==> config.mk <==
export PLATFORM = sky130hd
export DESIGN_NAME = instr_blit_ctrl
export DESIGN_NICKNAME = d
export VERILOG_FILES = /design/src/rtl/instr_blit_pkg.sv /design/src/rtl/instr_blit_addr.sv /design/src/rtl/instr_blit_ctrl.sv
export SDC_FILE = /design/constraint.sdc
export NUM_CORES = 1
export LEC_CHECK = 0
export CORE_AREA = 2 2 81 160
export CTS_CLUSTER_DIAMETER = 200
export DETAILED_ROUTE_END_ITERATION = 6
export DIE_AREA = 0 0 83 162
export HOLD_SLACK_MARGIN = 0.12
export PLACE_DENSITY = 0.71
export SLEW_MARGIN = 5
export SYNTH_ARGS = -nofsm -noshare
export SYNTH_HDL_FRONTEND = slang
export SYNTH_SLANG_ARGS = --single-unit
==> constraint.sdc <==
create_clock -name vga_clk -period 19.7 [get_ports vga_clk]
set_input_delay 4.925 -clock vga_clk [delete_from_list [all_inputs] [get_ports vga_clk]]
set_output_delay 4.925 -clock vga_clk [all_outputs]
set_load 0.05 [all_outputs]
==> src/rtl/instr_blit_pkg.sv <==
// Shared geometry, address widths and sequencer state encoding for instr_blit_ctrl.
// INSTR_BLIT_TRANSPARENT_EN (see instr_blit_ctrl) makes TRANSP_KEY pixels skip the frame-buffer write.
package instr_blit_pkg;
   localparam int IMG_W       = 237;
   localparam int IMG_H       = 21;
   localparam int PAGE_OFFSET = 4977;
   localparam int FB_W        = 320;
   localparam int FB_H        = 240;
   localparam int ROM_LAT     = 1;
   localparam logic [7:0] TRANSP_KEY = 8'hE3;

   localparam int X_W    = 8;
   localparam int Y_W    = 5;
   localparam int ROM_AW = 14;
   localparam int FB_AW  = 17;
   localparam int SCR_W  = 10;

   typedef enum logic [2:0] {
      IDLE  = 3'd0,
      ISSUE = 3'd1,
      WAIT  = 3'd2,
      WRITE = 3'd3,
      DONE  = 3'd4
   } blit_state_e;
endpackage

==> src/rtl/instr_blit_addr.sv <==
// Combinational address unit: ROM word address, frame-buffer address and clip flag
// for page pixel (x,y) placed at screen origin (org_x,org_y).
module instr_blit_addr
   import instr_blit_pkg::*;
(
   input  logic [X_W-1:0]    x,
   input  logic [Y_W-1:0]    y,
   input  logic              page,
   input  logic [8:0]        org_x,
   input  logic [7:0]        org_y,
   output logic [ROM_AW-1:0] rom_addr,
   output logic [FB_AW-1:0]  fb_addr,
   output logic              clip
);
   logic [SCR_W-1:0]  scr_x_s;
   logic [SCR_W-1:0]  scr_y_s;
   logic [ROM_AW-1:0] page_base_s;

   // screen position is widened to 10 bits so an off-screen origin never wraps back on screen
   always_comb begin
      scr_x_s = SCR_W'(org_x) + SCR_W'(x);
      scr_y_s = SCR_W'(org_y) + SCR_W'(y);
      if (page) begin
         page_base_s = ROM_AW'(PAGE_OFFSET);
      end else begin
         page_base_s = {ROM_AW{1'b0}};
      end
      clip     = (scr_x_s >= SCR_W'(FB_W)) || (scr_y_s >= SCR_W'(FB_H));
      rom_addr = page_base_s + ROM_AW'(y) * ROM_AW'(IMG_W) + ROM_AW'(x);
      fb_addr  = FB_AW'(scr_y_s) * FB_AW'(FB_W) + FB_AW'(scr_x_s);
   end
endmodule

==> src/rtl/instr_blit_ctrl.sv <==
// Instruction-page blitter: walks an IMG_W x IMG_H page row-major from instr_mem into the frame buffer.
// Define INSTR_BLIT_TRANSPARENT_EN to drop TRANSP_KEY pixels instead of writing them.
module instr_blit_ctrl
   import instr_blit_pkg::*;
(
   input  logic              vga_clk,
   input  logic              reset,
   input  logic              start,
   input  logic              instr_type,
   input  logic [8:0]        org_x,
   input  logic [7:0]        org_y,
   output logic              busy,
   output logic              done,
   output logic [ROM_AW-1:0] rom_addr,
   input  logic [7:0]        rom_q,
   output logic              fb_wr_valid,
   input  logic              fb_wr_ready,
   output logic [FB_AW-1:0]  fb_wr_addr,
   output logic [7:0]        fb_wr_data
);
   localparam int WC_W = (ROM_LAT > 1) ? $clog2(ROM_LAT) : 1;

   blit_state_e       state_r, state_nxt_s;
   logic [X_W-1:0]    x_r, x_nxt_s;
   logic [Y_W-1:0]    y_r, y_nxt_s;
   logic              page_r, page_nxt_s;
   logic [8:0]        org_x_r, org_x_nxt_s;
   logic [7:0]        org_y_r, org_y_nxt_s;
   logic [WC_W-1:0]   wait_cnt_r;
   logic              busy_r, done_r, valid_r, clip_r;
   logic [ROM_AW-1:0] rom_addr_r;
   logic [FB_AW-1:0]  fb_addr_r, fb_calc_r;
   logic [7:0]        fb_data_r;
   logic [ROM_AW-1:0] rom_calc_s;
   logic [FB_AW-1:0]  fb_calc_s;
   logic              clip_s, accept_s, advance_s, last_px_s, wait_last_s, key_hit_s;

   assign last_px_s   = (x_r == X_W'(IMG_W - 1)) && (y_r == Y_W'(IMG_H - 1));
   assign wait_last_s = (wait_cnt_r == WC_W'(ROM_LAT - 1));
`ifdef INSTR_BLIT_TRANSPARENT_EN
   assign key_hit_s   = (rom_q == TRANSP_KEY);
`else
   assign key_hit_s   = 1'b0;
`endif

   // next-state decode; advance_s marks the cycle a pixel is retired
   always_comb begin
      state_nxt_s = state_r;
      advance_s   = 1'b0;
      accept_s    = 1'b0;
      case (state_r)
         IDLE: begin
            if (start) begin
               accept_s    = 1'b1;
               state_nxt_s = ISSUE;
            end else begin
               state_nxt_s = IDLE;
            end
         end
         ISSUE: begin
            if (clip_r) begin
               advance_s   = 1'b1;
               state_nxt_s = last_px_s ? DONE : ISSUE;
            end else begin
               state_nxt_s = WAIT;
            end
         end
         WAIT: begin
            if (!wait_last_s) begin
               state_nxt_s = WAIT;
            end else if (key_hit_s) begin
               advance_s   = 1'b1;
               state_nxt_s = last_px_s ? DONE : ISSUE;
            end else begin
               state_nxt_s = WRITE;
            end
         end
         WRITE: begin
            if (fb_wr_ready) begin
               advance_s   = 1'b1;
               state_nxt_s = last_px_s ? DONE : ISSUE;
            end else begin
               state_nxt_s = WRITE;
            end
         end
         DONE:    state_nxt_s = IDLE;
         default: state_nxt_s = IDLE;
      endcase
   end

   // next coordinates/job parameters; the address unit runs on these so its results can be registered
   always_comb begin
      x_nxt_s     = x_r;
      y_nxt_s     = y_r;
      page_nxt_s  = page_r;
      org_x_nxt_s = org_x_r;
      org_y_nxt_s = org_y_r;
      if (accept_s) begin
         x_nxt_s     = {X_W{1'b0}};
         y_nxt_s     = {Y_W{1'b0}};
         page_nxt_s  = instr_type;
         org_x_nxt_s = org_x;
         org_y_nxt_s = org_y;
      end else if (advance_s) begin
         if (x_r == X_W'(IMG_W - 1)) begin
            x_nxt_s = {X_W{1'b0}};
            if (last_px_s) begin
               y_nxt_s = {Y_W{1'b0}};
            end else begin
               y_nxt_s = y_r + Y_W'(1);
            end
         end else begin
            x_nxt_s = x_r + X_W'(1);
         end
      end else begin
         x_nxt_s = x_r;
         y_nxt_s = y_r;
      end
   end

   instr_blit_addr u_addr (
      .x        (x_nxt_s),
      .y        (y_nxt_s),
      .page     (page_nxt_s),
      .org_x    (org_x_nxt_s),
      .org_y    (org_y_nxt_s),
      .rom_addr (rom_calc_s),
      .fb_addr  (fb_calc_s),
      .clip     (clip_s)
   );

   // FSM state register with status outputs decoded from the next state
   always_ff @(posedge vga_clk) begin
      if (reset) begin
         state_r <= IDLE;
         busy_r  <= 1'b0;
         done_r  <= 1'b0;
         valid_r <= 1'b0;
      end else begin
         state_r <= state_nxt_s;
         busy_r  <= (state_nxt_s == ISSUE) || (state_nxt_s == WAIT) || (state_nxt_s == WRITE);
         done_r  <= (state_nxt_s == DONE);
         valid_r <= (state_nxt_s == WRITE);
      end
   end

   // coordinate, address and write-data registers; data/addr only change on the last WAIT cycle
   always_ff @(posedge vga_clk) begin
      if (reset) begin
         x_r        <= {X_W{1'b0}};
         y_r        <= {Y_W{1'b0}};
         page_r     <= 1'b0;
         org_x_r    <= 9'd0;
         org_y_r    <= 8'd0;
         rom_addr_r <= {ROM_AW{1'b0}};
         fb_calc_r  <= {FB_AW{1'b0}};
         clip_r     <= 1'b0;
         fb_addr_r  <= {FB_AW{1'b0}};
         fb_data_r  <= 8'd0;
         wait_cnt_r <= {WC_W{1'b0}};
      end else begin
         x_r        <= x_nxt_s;
         y_r        <= y_nxt_s;
         page_r     <= page_nxt_s;
         org_x_r    <= org_x_nxt_s;
         org_y_r    <= org_y_nxt_s;
         rom_addr_r <= rom_calc_s;
         fb_calc_r  <= fb_calc_s;
         clip_r     <= clip_s;
         if (state_r == WAIT) begin
            wait_cnt_r <= wait_cnt_r + WC_W'(1);
            if (wait_last_s) begin
               fb_data_r <= rom_q;
               fb_addr_r <= fb_calc_r;
            end else begin
               fb_data_r <= fb_data_r;
               fb_addr_r <= fb_addr_r;
            end
         end else begin
            wait_cnt_r <= {WC_W{1'b0}};
         end
      end
   end

   assign busy        = busy_r;
   assign done        = done_r;
   assign rom_addr    = rom_addr_r;
   assign fb_wr_valid = valid_r;
   assign fb_wr_addr  = fb_addr_r;
   assign fb_wr_data  = fb_data_r;
endmodule

==> implementation parameters, run 1 <==
Parameter                              Value

CTS
  CTS clock-pin slew for the worst setup and hold paths ... roughly 70 ps
  Post-CTS setup repair buffer count ... 0
  H-Tree Depth ... 3
  TritonCTS sink count ... 95
  CTS tree ... yes
  Number of buffers added by the clock tree synthesis step ... 9
  Clock root buffer ... sky130_fd_sc_hd__clkbuf_16
  Maximum count of clock buffers along a single path ... 2
  Insertion delay to the later sink of the worst-skew pair ... 350 ps
  Number of instances resized during post-cts repair ... 0
  Hold-fix buffer count after cts ... 0

Detailed routing
  Total wire length after detailed routing ... 13.12 mm
  Post-DR vias/cell ... 5.344
  Routed WL per cell ... 14.95 um
  Number of design rule violations left after detail routing ... 0
  Antenna violation net count after detailed routing ... 0
  Violation count after the first detailed-route iteration ... 136
  Number of vias in the routed layout ... 4,687
  First-pass iteration count of the detailed router ... 4

Floorplanning
  Number of placed I/O pins ... 72
  Die W ... 83 um
  Std cell rows ... 57
  Die Y ... 162 um
  Initial core utilization ... between 40% and 50%
  Floorplan Core Area ... 0.01220 sq mm
  Die outline area ... roughly 0.013 sq mm

Global route
  Number of antenna violations at the first check in global routing ... 0
  Number of global-route vias before repair ... 4,804
  Maximum number of pins on one net before global-route repair ... 97
  GRT Residual Overflow ... 0
  First-pass GRT wire length ... 21.94 mm
  Total global-route track usage ... about a fifth

Setup path
  Critical register-to-register path startpoint ... state_r[1]$_SDFF_PP0_
  Worst path arrival time ... between 10,000 and 15,000 ps
  WP depth ... 21
  Largest fanout of any net on the critical path ... 12
  Classification of the worst setup path ... input pin to flip-flop
  Largest delay contributor family on the critical path ... adder cells
  Crit. Startpoint ... fb_wr_ready
  Critical Path Slowest Stage Cell ... sky130_fd_sc_hd__a2111oi_0
  Worst setup EP type ... flip-flop
  Critical path data required time ... approximately 20,000 ps
  Worst path max stage delay ... 670 ps
  Length in cells of the worst reg-to-reg path ... 20
  Crit start category ... input pin
  Sequence of cells on the critical path ... clkdlybuf4s50_1, mux2_2, and3_1, and2_1, or2_1, or2_1, fa_1, inv_1, ha_1, inv_1, fa_1, inv_1, ha_1, ha_1, a21o_1, a21o_1, a2111oi_0, o31ai_1, a311oi_1, xor2_1, nor2_1
  Buf+Inv Stages, Crit Path ... 4

Timing
  Maximum clock skew at final layout ... 11.88 ps
  Final critical delay including setup and external delays ... 10,720 ps
  RSZ-0062 raised after global routing ... false
  Actual transition at the worst max-transition pin ... 974.1 ps
  Sum Neg Setup Slack ... 0 ps
  Slew Viols, Final ... 0
  Final count of hold timing violations ... 0
  Max-slew headroom at the worst pin ... 35.06%
  Final worst slack ... 8976 ps
  Max Clock Freq ... 93.25 MHz
  Final setup violation count ... 0
  Final worst path period share ... a little over half

Synthesis
  Leading post-synthesis cells by cell area ... sky130_fd_sc_hd__dfxtp_1 (32%), sky130_fd_sc_hd__ha_1 (14%), sky130_fd_sc_hd__fa_1 (8.4%), sky130_fd_sc_hd__nor2_1 (4.3%), sky130_fd_sc_hd__nand2_1 (4.2%)
  Register area share after synthesis ... between 30% and 40%
  Register bit total from synthesis ... 95
  Post-synth top area cell ... sky130_fd_sc_hd__dfxtp_1
  Mean area per synthesized cell ... ~9 sq um
  Number of synthesized flops with an enable pin ... 0
  Post-synthesis instance area ... 0.005957 sq mm
  Netlist cell types ... between 50 and 60
  Yosys synthesis warning count ... 0
  Synth Flop Type ... sky130_fd_sc_hd__dfxtp_1
  Total nets after synthesis ... ~800
  Post-synth top area share ... 31.93%
  Gate count of the mapped netlist ... 662
  Async set or reset register ratio after synthesis ... 0%

Final layout
  Relative area change from synthesis to final layout ... 19.55%
  Final Instance Count excl. Fillers ... approximately 880
  Layout cells sized above 1 ... 6.438%
  Final layout net count ... 849
  Diode insertion count for antenna repair ... 0

Flow run
  Max_cap viols ... 0

Placed design
  Routability congestion estimate ... roughly 0.87
  Pre-CTS setup slack ... between 8000 and 9000 ps
  IO Port Bufs ... 71
  Cell Count Post-Placement ... 861
  DP Wirelength ... 10.37 mm

Hold path
  Class of the tightest hold or removal check ... flip-flop to flip-flop
  Hold_sp ... fb_calc_r[8]$_SDFF_PP0_
  Instance count along the most critical hold path ... 2

Pwr
  Power density relative to cell area ... 75.55 mW/mm^2
  Leakage power of the design ... 3.221 nW
  Largest voltage drop on the vdd net ... 0.06421 mV

Outcome
  Result of the run ... finished clean
==> synthesized netlist by cell type, types with 2 or more instances <==
| master | count |
|---|---|
| sky130_fd_sc_hd__a2111oi_0 | 3 |
| sky130_fd_sc_hd__a211oi_1 | 7 |
| sky130_fd_sc_hd__a21o_1 | 12 |
| sky130_fd_sc_hd__a21oi_1 | 40 |
| sky130_fd_sc_hd__a22o_1 | 2 |
| sky130_fd_sc_hd__a311oi_1 | 2 |
| sky130_fd_sc_hd__and2_1 | 7 |
| sky130_fd_sc_hd__and3_1 | 3 |
| sky130_fd_sc_hd__buf_2 | 2 |
| sky130_fd_sc_hd__clkbuf_1 | 18 |
| sky130_fd_sc_hd__dfxtp_1 | 95 |
| sky130_fd_sc_hd__fa_1 | 25 |
| sky130_fd_sc_hd__ha_1 | 69 |
| sky130_fd_sc_hd__inv_1 | 63 |
| sky130_fd_sc_hd__mux2_2 | 14 |
| sky130_fd_sc_hd__mux2i_1 | 8 |
| sky130_fd_sc_hd__nand2_1 | 66 |
| sky130_fd_sc_hd__nand2b_1 | 3 |
| sky130_fd_sc_hd__nand3_1 | 6 |
| sky130_fd_sc_hd__nand3b_1 | 2 |
| sky130_fd_sc_hd__nand4_1 | 6 |
| sky130_fd_sc_hd__nor2_1 | 68 |
| sky130_fd_sc_hd__nor2b_1 | 23 |
| sky130_fd_sc_hd__nor3_1 | 18 |
| sky130_fd_sc_hd__nor4b_2 | 2 |
| sky130_fd_sc_hd__o21a_1 | 8 |
| sky130_fd_sc_hd__o21ai_0 | 11 |
| sky130_fd_sc_hd__o21bai_1 | 4 |
| sky130_fd_sc_hd__o22ai_1 | 3 |
| sky130_fd_sc_hd__or2_1 | 2 |
| sky130_fd_sc_hd__or2_2 | 3 |
| sky130_fd_sc_hd__or3_1 | 2 |
| sky130_fd_sc_hd__xnor2_1 | 20 |
| sky130_fd_sc_hd__xor2_1 | 21 |
==> area by class of cell <==
type / count / area [sq um]
Clock inverter: 7 / 102.6
Inverter: 63 / 236.5
Timing Repair Buffer: 74 / 728.2
Clock buffer: 9 / 225.2
Tap cell: 147 / 183.9
Fill cell: 1088 / 5074
Multi-Input combinational cell: 482 / 3744
Sequential cell: 95 / 1902
==> tightest hold or removal path, delay by kind of cell (launching register included) <==
kind / cells / cell delay (ps)
flip-flops: 1 / 300
AO/OA/AOI/OAI: 1 / 50
AND/OR/NAND/NOR: 1 / 50
==> through the flow <==
step | hold slack, ps | util (%) | total power, W | cell area [sq um]
finish | 433.0 | 58.40 | 0.0005381 | 7122
global route | 447.6 | 58.40 | 0.0005665 | 7122
CTS | 434.5 | 58.40 | 0.0005438 | 7122
detailed placement | 424.8 | 55.71 | 0.0003569 | 6794
global placement | 421.4 | 55.71 | 0.0003545 | 6794
floorplan | 417.4 | - | 0.0003208 | 5957
==> cell families after synthesis <==
| family | count (synthesis) | share of synthesized area [%] |
|---|---|---|
| adder cells (fa/ha/maj) | 94 | 22.89 |
| buffers and inverters | 85 | 5.524 |
| AO/OA/AOI/OAI | 107 | 12.01 |
| flip-flops | 95 | 31.93 |
| XOR/XNOR | 41 | 6.028 |
| AND/OR/NAND/NOR | 217 | 17.24 |
| multiplexers | 23 | 4.369 |
==> layout by cell type, fill, tap and decap left out, types with 11 or more instances in the layout <==
master,n
sky130_fd_sc_hd__nor3_1,18
sky130_fd_sc_hd__fa_1,25
sky130_fd_sc_hd__a21oi_1,40
sky130_fd_sc_hd__nand2_1,66
sky130_fd_sc_hd__inv_1,63
sky130_fd_sc_hd__nor2b_1,23
sky130_fd_sc_hd__o21ai_0,11
sky130_fd_sc_hd__a21o_1,12
sky130_fd_sc_hd__clkdlybuf4s50_1,70
sky130_fd_sc_hd__ha_1,69
sky130_fd_sc_hd__xnor2_1,20
sky130_fd_sc_hd__mux2_2,14
sky130_fd_sc_hd__xor2_1,21
sky130_fd_sc_hd__nor2_1,68
sky130_fd_sc_hd__dfxtp_1,95
==> registers in the layout (all words and copies together), names as in the netlist, 3 cells and up <==
signal,cells
state_r,3
rom_addr,14
x_r,8
fb_wr_data,8
fb_wr_addr,17
fb_calc_r,17
y_r,5
org_x_r,9
org_y_r,8
==> where the power goes <==
part | leakage (nW) | internal (W) | switching [W]
sequential | 0.774 | 0.000207 | 0.00000621
clock | 0.159 | 0.000103 | 0.0000825
combinational | 2.29 | 0.0000581 | 0.0000811
total | 3.22 | 0.000368 | 0.000170
==> metal layers <==
layer	up-vias	global-route usage (%)	share of wire, %
met4	0	11.70	5.4
met5	-	0	0
met3	41	3.303	3.1
li1	2338	-	-
met1	2203	19.35	35
met2	105	39.85	56
==> path summary, 6_finish.rpt <==
kind / end / slack (ps)
setup / recovery: rom_addr[13]$_SDFF_PP0_ / 8980
hold / removal: fb_wr_addr[8]$_SDFFE_PP0P_ / 430
setup reg to reg: rom_addr[13]$_SDFF_PP0_ / 13400
hold reg to reg: fb_wr_addr[8]$_SDFFE_PP0P_ / 430
(Power assumes the default switching activity.)
==> run 2: changes to the inputs <==
==> constraint.sdc (replaced) <==
create_clock -name vga_clk -period 11.1 [get_ports vga_clk]
set_input_delay 2.775 -clock vga_clk [delete_from_list [all_inputs] [get_ports vga_clk]]
set_output_delay 2.775 -clock vga_clk [all_outputs]
set_load 0.05 [all_outputs]
==> run 2 against run 1 <==
Effect of this change:
- wire length rose by 1.9%
- critical path depth is the same
- via count is 0.51% lower
- non-clock buffer count is the same
- core utilization is 0.20 points lower
- flip-flop and latch count unchanged
- die area unchanged
- clock power up 66%
- count of clock-buffer cells in the layout is the same
- clock skew increased by 2.5 ps
==> implementation parameters, run 2 (same netlist as run 1, synthesis figures left out) <==
Parameter                              Value

Outcome
  Result of the run ... finished clean

CTS
  CTS tree ... yes
  H-Tree Depth ... 3
  CTS clock-pin slew for the worst setup and hold paths ... 70 ps
  Number of instances resized during post-cts repair ... 0
  Number of buffers added by the clock tree synthesis step ... 9
  TritonCTS sink count ... between 90 and 100
  Insertion delay to the later sink of the worst-skew pair ... 350 ps
  Hold-fix buffer count after cts ... 0
  Clock root buffer ... sky130_fd_sc_hd__clkbuf_16
  Maximum count of clock buffers along a single path ... 2
  Post-CTS setup repair buffer count ... 0

Setup path
  Worst setup EP type ... flip-flop
  Classification of the worst setup path ... input pin to flip-flop
  Crit path to ... rom_addr[13]$_SDFF_PP0_
  FF-to-FF End ... rom_addr[13]$_SDFF_PP0_
  Largest fanout of any net on the critical path ... 12
  Worst path max stage delay ... 730 ps
  Length in cells of the worst reg-to-reg path ... 20
  Largest delay contributor family on the critical path ... adder cells
  Crit. Startpoint ... fb_wr_ready
  Worst path arrival time ... ~8800 ps
  Worst reg2reg setup slack ... 4720 ps
  Crit start category ... input pin
  Critical path data required time ... 11,310 ps
  WP depth ... 21
  Critical Path Slowest Stage Cell ... sky130_fd_sc_hd__a2111oi_0
  Buf+Inv Stages, Crit Path ... 4
  Critical register-to-register path startpoint ... state_r[1]$_SDFF_PP0_
  Sequence of cells on the critical path ... clkdlybuf4s50_1, mux2_2, and3_1, and2_1, or2_1, or2_1, fa_1, inv_1, ha_1, inv_1, fa_1, inv_1, ha_1, ha_1, a21o_1, a21o_1, a2111oi_0, o31ai_1, a311oi_1, xor2_1, nor2_1

Timing
  Final count of hold timing violations ... 0
  Sum Neg Setup Slack ... 0 ps
  Slew Viols, Final ... 0
  RSZ-0062 raised after global routing ... false
  Final critical delay including setup and external delays ... 8634 ps
  Maximum clock skew at final layout ... about 14 ps
  Max-slew headroom at the worst pin ... between 30% and 40%
  Final worst path period share ... 77.78%
  Max Clock Freq ... 115.8 MHz
  Final setup violation count ... 0
  Actual transition at the worst max-transition pin ... 996.4 ps

Floorplanning
  Floorplan Core Area ... 0.01220 sq mm
  Initial core utilization ... a little under 50%
  Die Y ... 162 um
  Die W ... just over 80 um
  Std cell rows ... 57
  Number of placed I/O pins ... slightly above 70
  Die outline area ... 0.01345 sq mm

Pwr
  Total power after layout ... a little over 0.0009 W
  Power density relative to cell area ... 131.6 mW/mm^2
  Largest voltage drop on the vdd net ... 0.09671 mV
  Leakage power of the design ... between 3 and 4 nW

Global route
  Total global-route track usage ... roughly a fifth
  GR peak layer ... met2
  First-pass GRT wire length ... between 20 and 25 mm
  Number of antenna violations at the first check in global routing ... 0
  GR met3 Demand/Resource ... under 10%
  Maximum number of pins on one net before global-route repair ... between 90 and 100
  Met1 global-route usage ... 19.49%
  GRT Residual Overflow ... 0
  Number of global-route vias before repair ... 4,774
  Grt met2 use ... a little over two fifths

Final layout
  Most common cell after layout, fill and taps aside ... sky130_fd_sc_hd__dfxtp_1
  Diode insertion count for antenna repair ... 0
  Final core area utilization ... 58.20%
  Relative area change from synthesis to final layout ... 19.16%
  Commonest cells after routing, fill and taps aside ... sky130_fd_sc_hd__dfxtp_1 (95), sky130_fd_sc_hd__clkdlybuf4s50_1 (70), sky130_fd_sc_hd__ha_1 (69), sky130_fd_sc_hd__nor2_1 (68), sky130_fd_sc_hd__nand2_1 (66)
  Final Instance Count excl. Fillers ... ~880
  Final layout net count ... 849
  Layout cells sized above 1 ... roughly 6.4%

Placed design
  Routability congestion estimate ... 0.8588
  IO Port Bufs ... between 70 and 80
  DP Wirelength ... 10.67 mm
  Cell Count Post-Placement ... 861

Detailed routing
  Antenna violation net count after detailed routing ... 0
  Routed WL per cell ... 15.24 um
  First-pass iteration count of the detailed router ... 5
  Number of vias in the routed layout ... 4,663
  Violation count after the first detailed-route iteration ... 150
  Post-DR vias/cell ... 5.317
  Total wire length after detailed routing ... 13.37 mm
  Number of design rule violations left after detail routing ... 0

Flow run
  Max_cap viols ... 0

Hold path
  Class of the tightest hold or removal check ... flip-flop to flip-flop
## run 2: how the worst min path moves through the flow
stage	from	to	slack, ps	cells past startpoint
finish	fb_calc_r[10]$_SDFF_PP0_	fb_wr_addr[10]$_SDFFE_PP0P_	440	2
floorplan	fb_calc_r[0]$_SDFF_PP0_	fb_wr_addr[0]$_SDFFE_PP0P_	420	2
detailed placement	fb_calc_r[11]$_SDFF_PP0_	fb_wr_addr[11]$_SDFFE_PP0P_	430	2
global route	fb_calc_r[3]$_SDFF_PP0_	fb_wr_addr[3]$_SDFFE_PP0P_	450	2
global placement	fb_calc_r[11]$_SDFF_PP0_	fb_wr_addr[11]$_SDFFE_PP0P_	420	2
CTS	fb_calc_r[10]$_SDFF_PP0_	fb_wr_addr[10]$_SDFFE_PP0P_	440	2
## run 2: tightest hold or removal path, stage by stage (launching register included)
cell	delay [ps]
sky130_fd_sc_hd__dfxtp_1	300
sky130_fd_sc_hd__nand2_1	50
sky130_fd_sc_hd__a21oi_1	50
## run 2: cell type report
type,instances,area [sq um]
fillers,1125,5097
multi-input cells,482,3744
flip-flops and latches,95,1902
repair buffers,74,728.2
inverters,63,236.5
clock buffers,9,225.2
well taps,147,183.9
clock inverters,7,78.83
## run 2: power breakdown
group	internal [W]	switching, W	leakage [nW]	total [W]
combinational	0.000103	0.000144	2.29	0.000248
clock	0.000159	0.000148	0.141	0.000308
sequential	0.000368	0.0000110	0.774	0.000379
## run 2: routing by layer
| layer | vias up | wire, um |
|---|---|---|
| met3 | 29 | 352 |
| met1 | 2209 | 4672 |
| li1 | 2341 | - |
| met4 | 0 | 535 |
| met5 | - | 0 |
| met2 | 84 | 7805 |
## run 2: metrics by stage
step / hold slack (ps) / instance area, sq um / setup slack, ps
5_1_grt: 451.8 / 7098 / 2149
6_report: 435.7 / 7098 / 2466
4_1_cts: 439.2 / 7098 / 2470
3_3_place_gp: 421.7 / 6794 / 2196
3_5_place_dp: 428.9 / 6794 / 2119
2_1_floorplan: 417.4 / 5957 / 3320
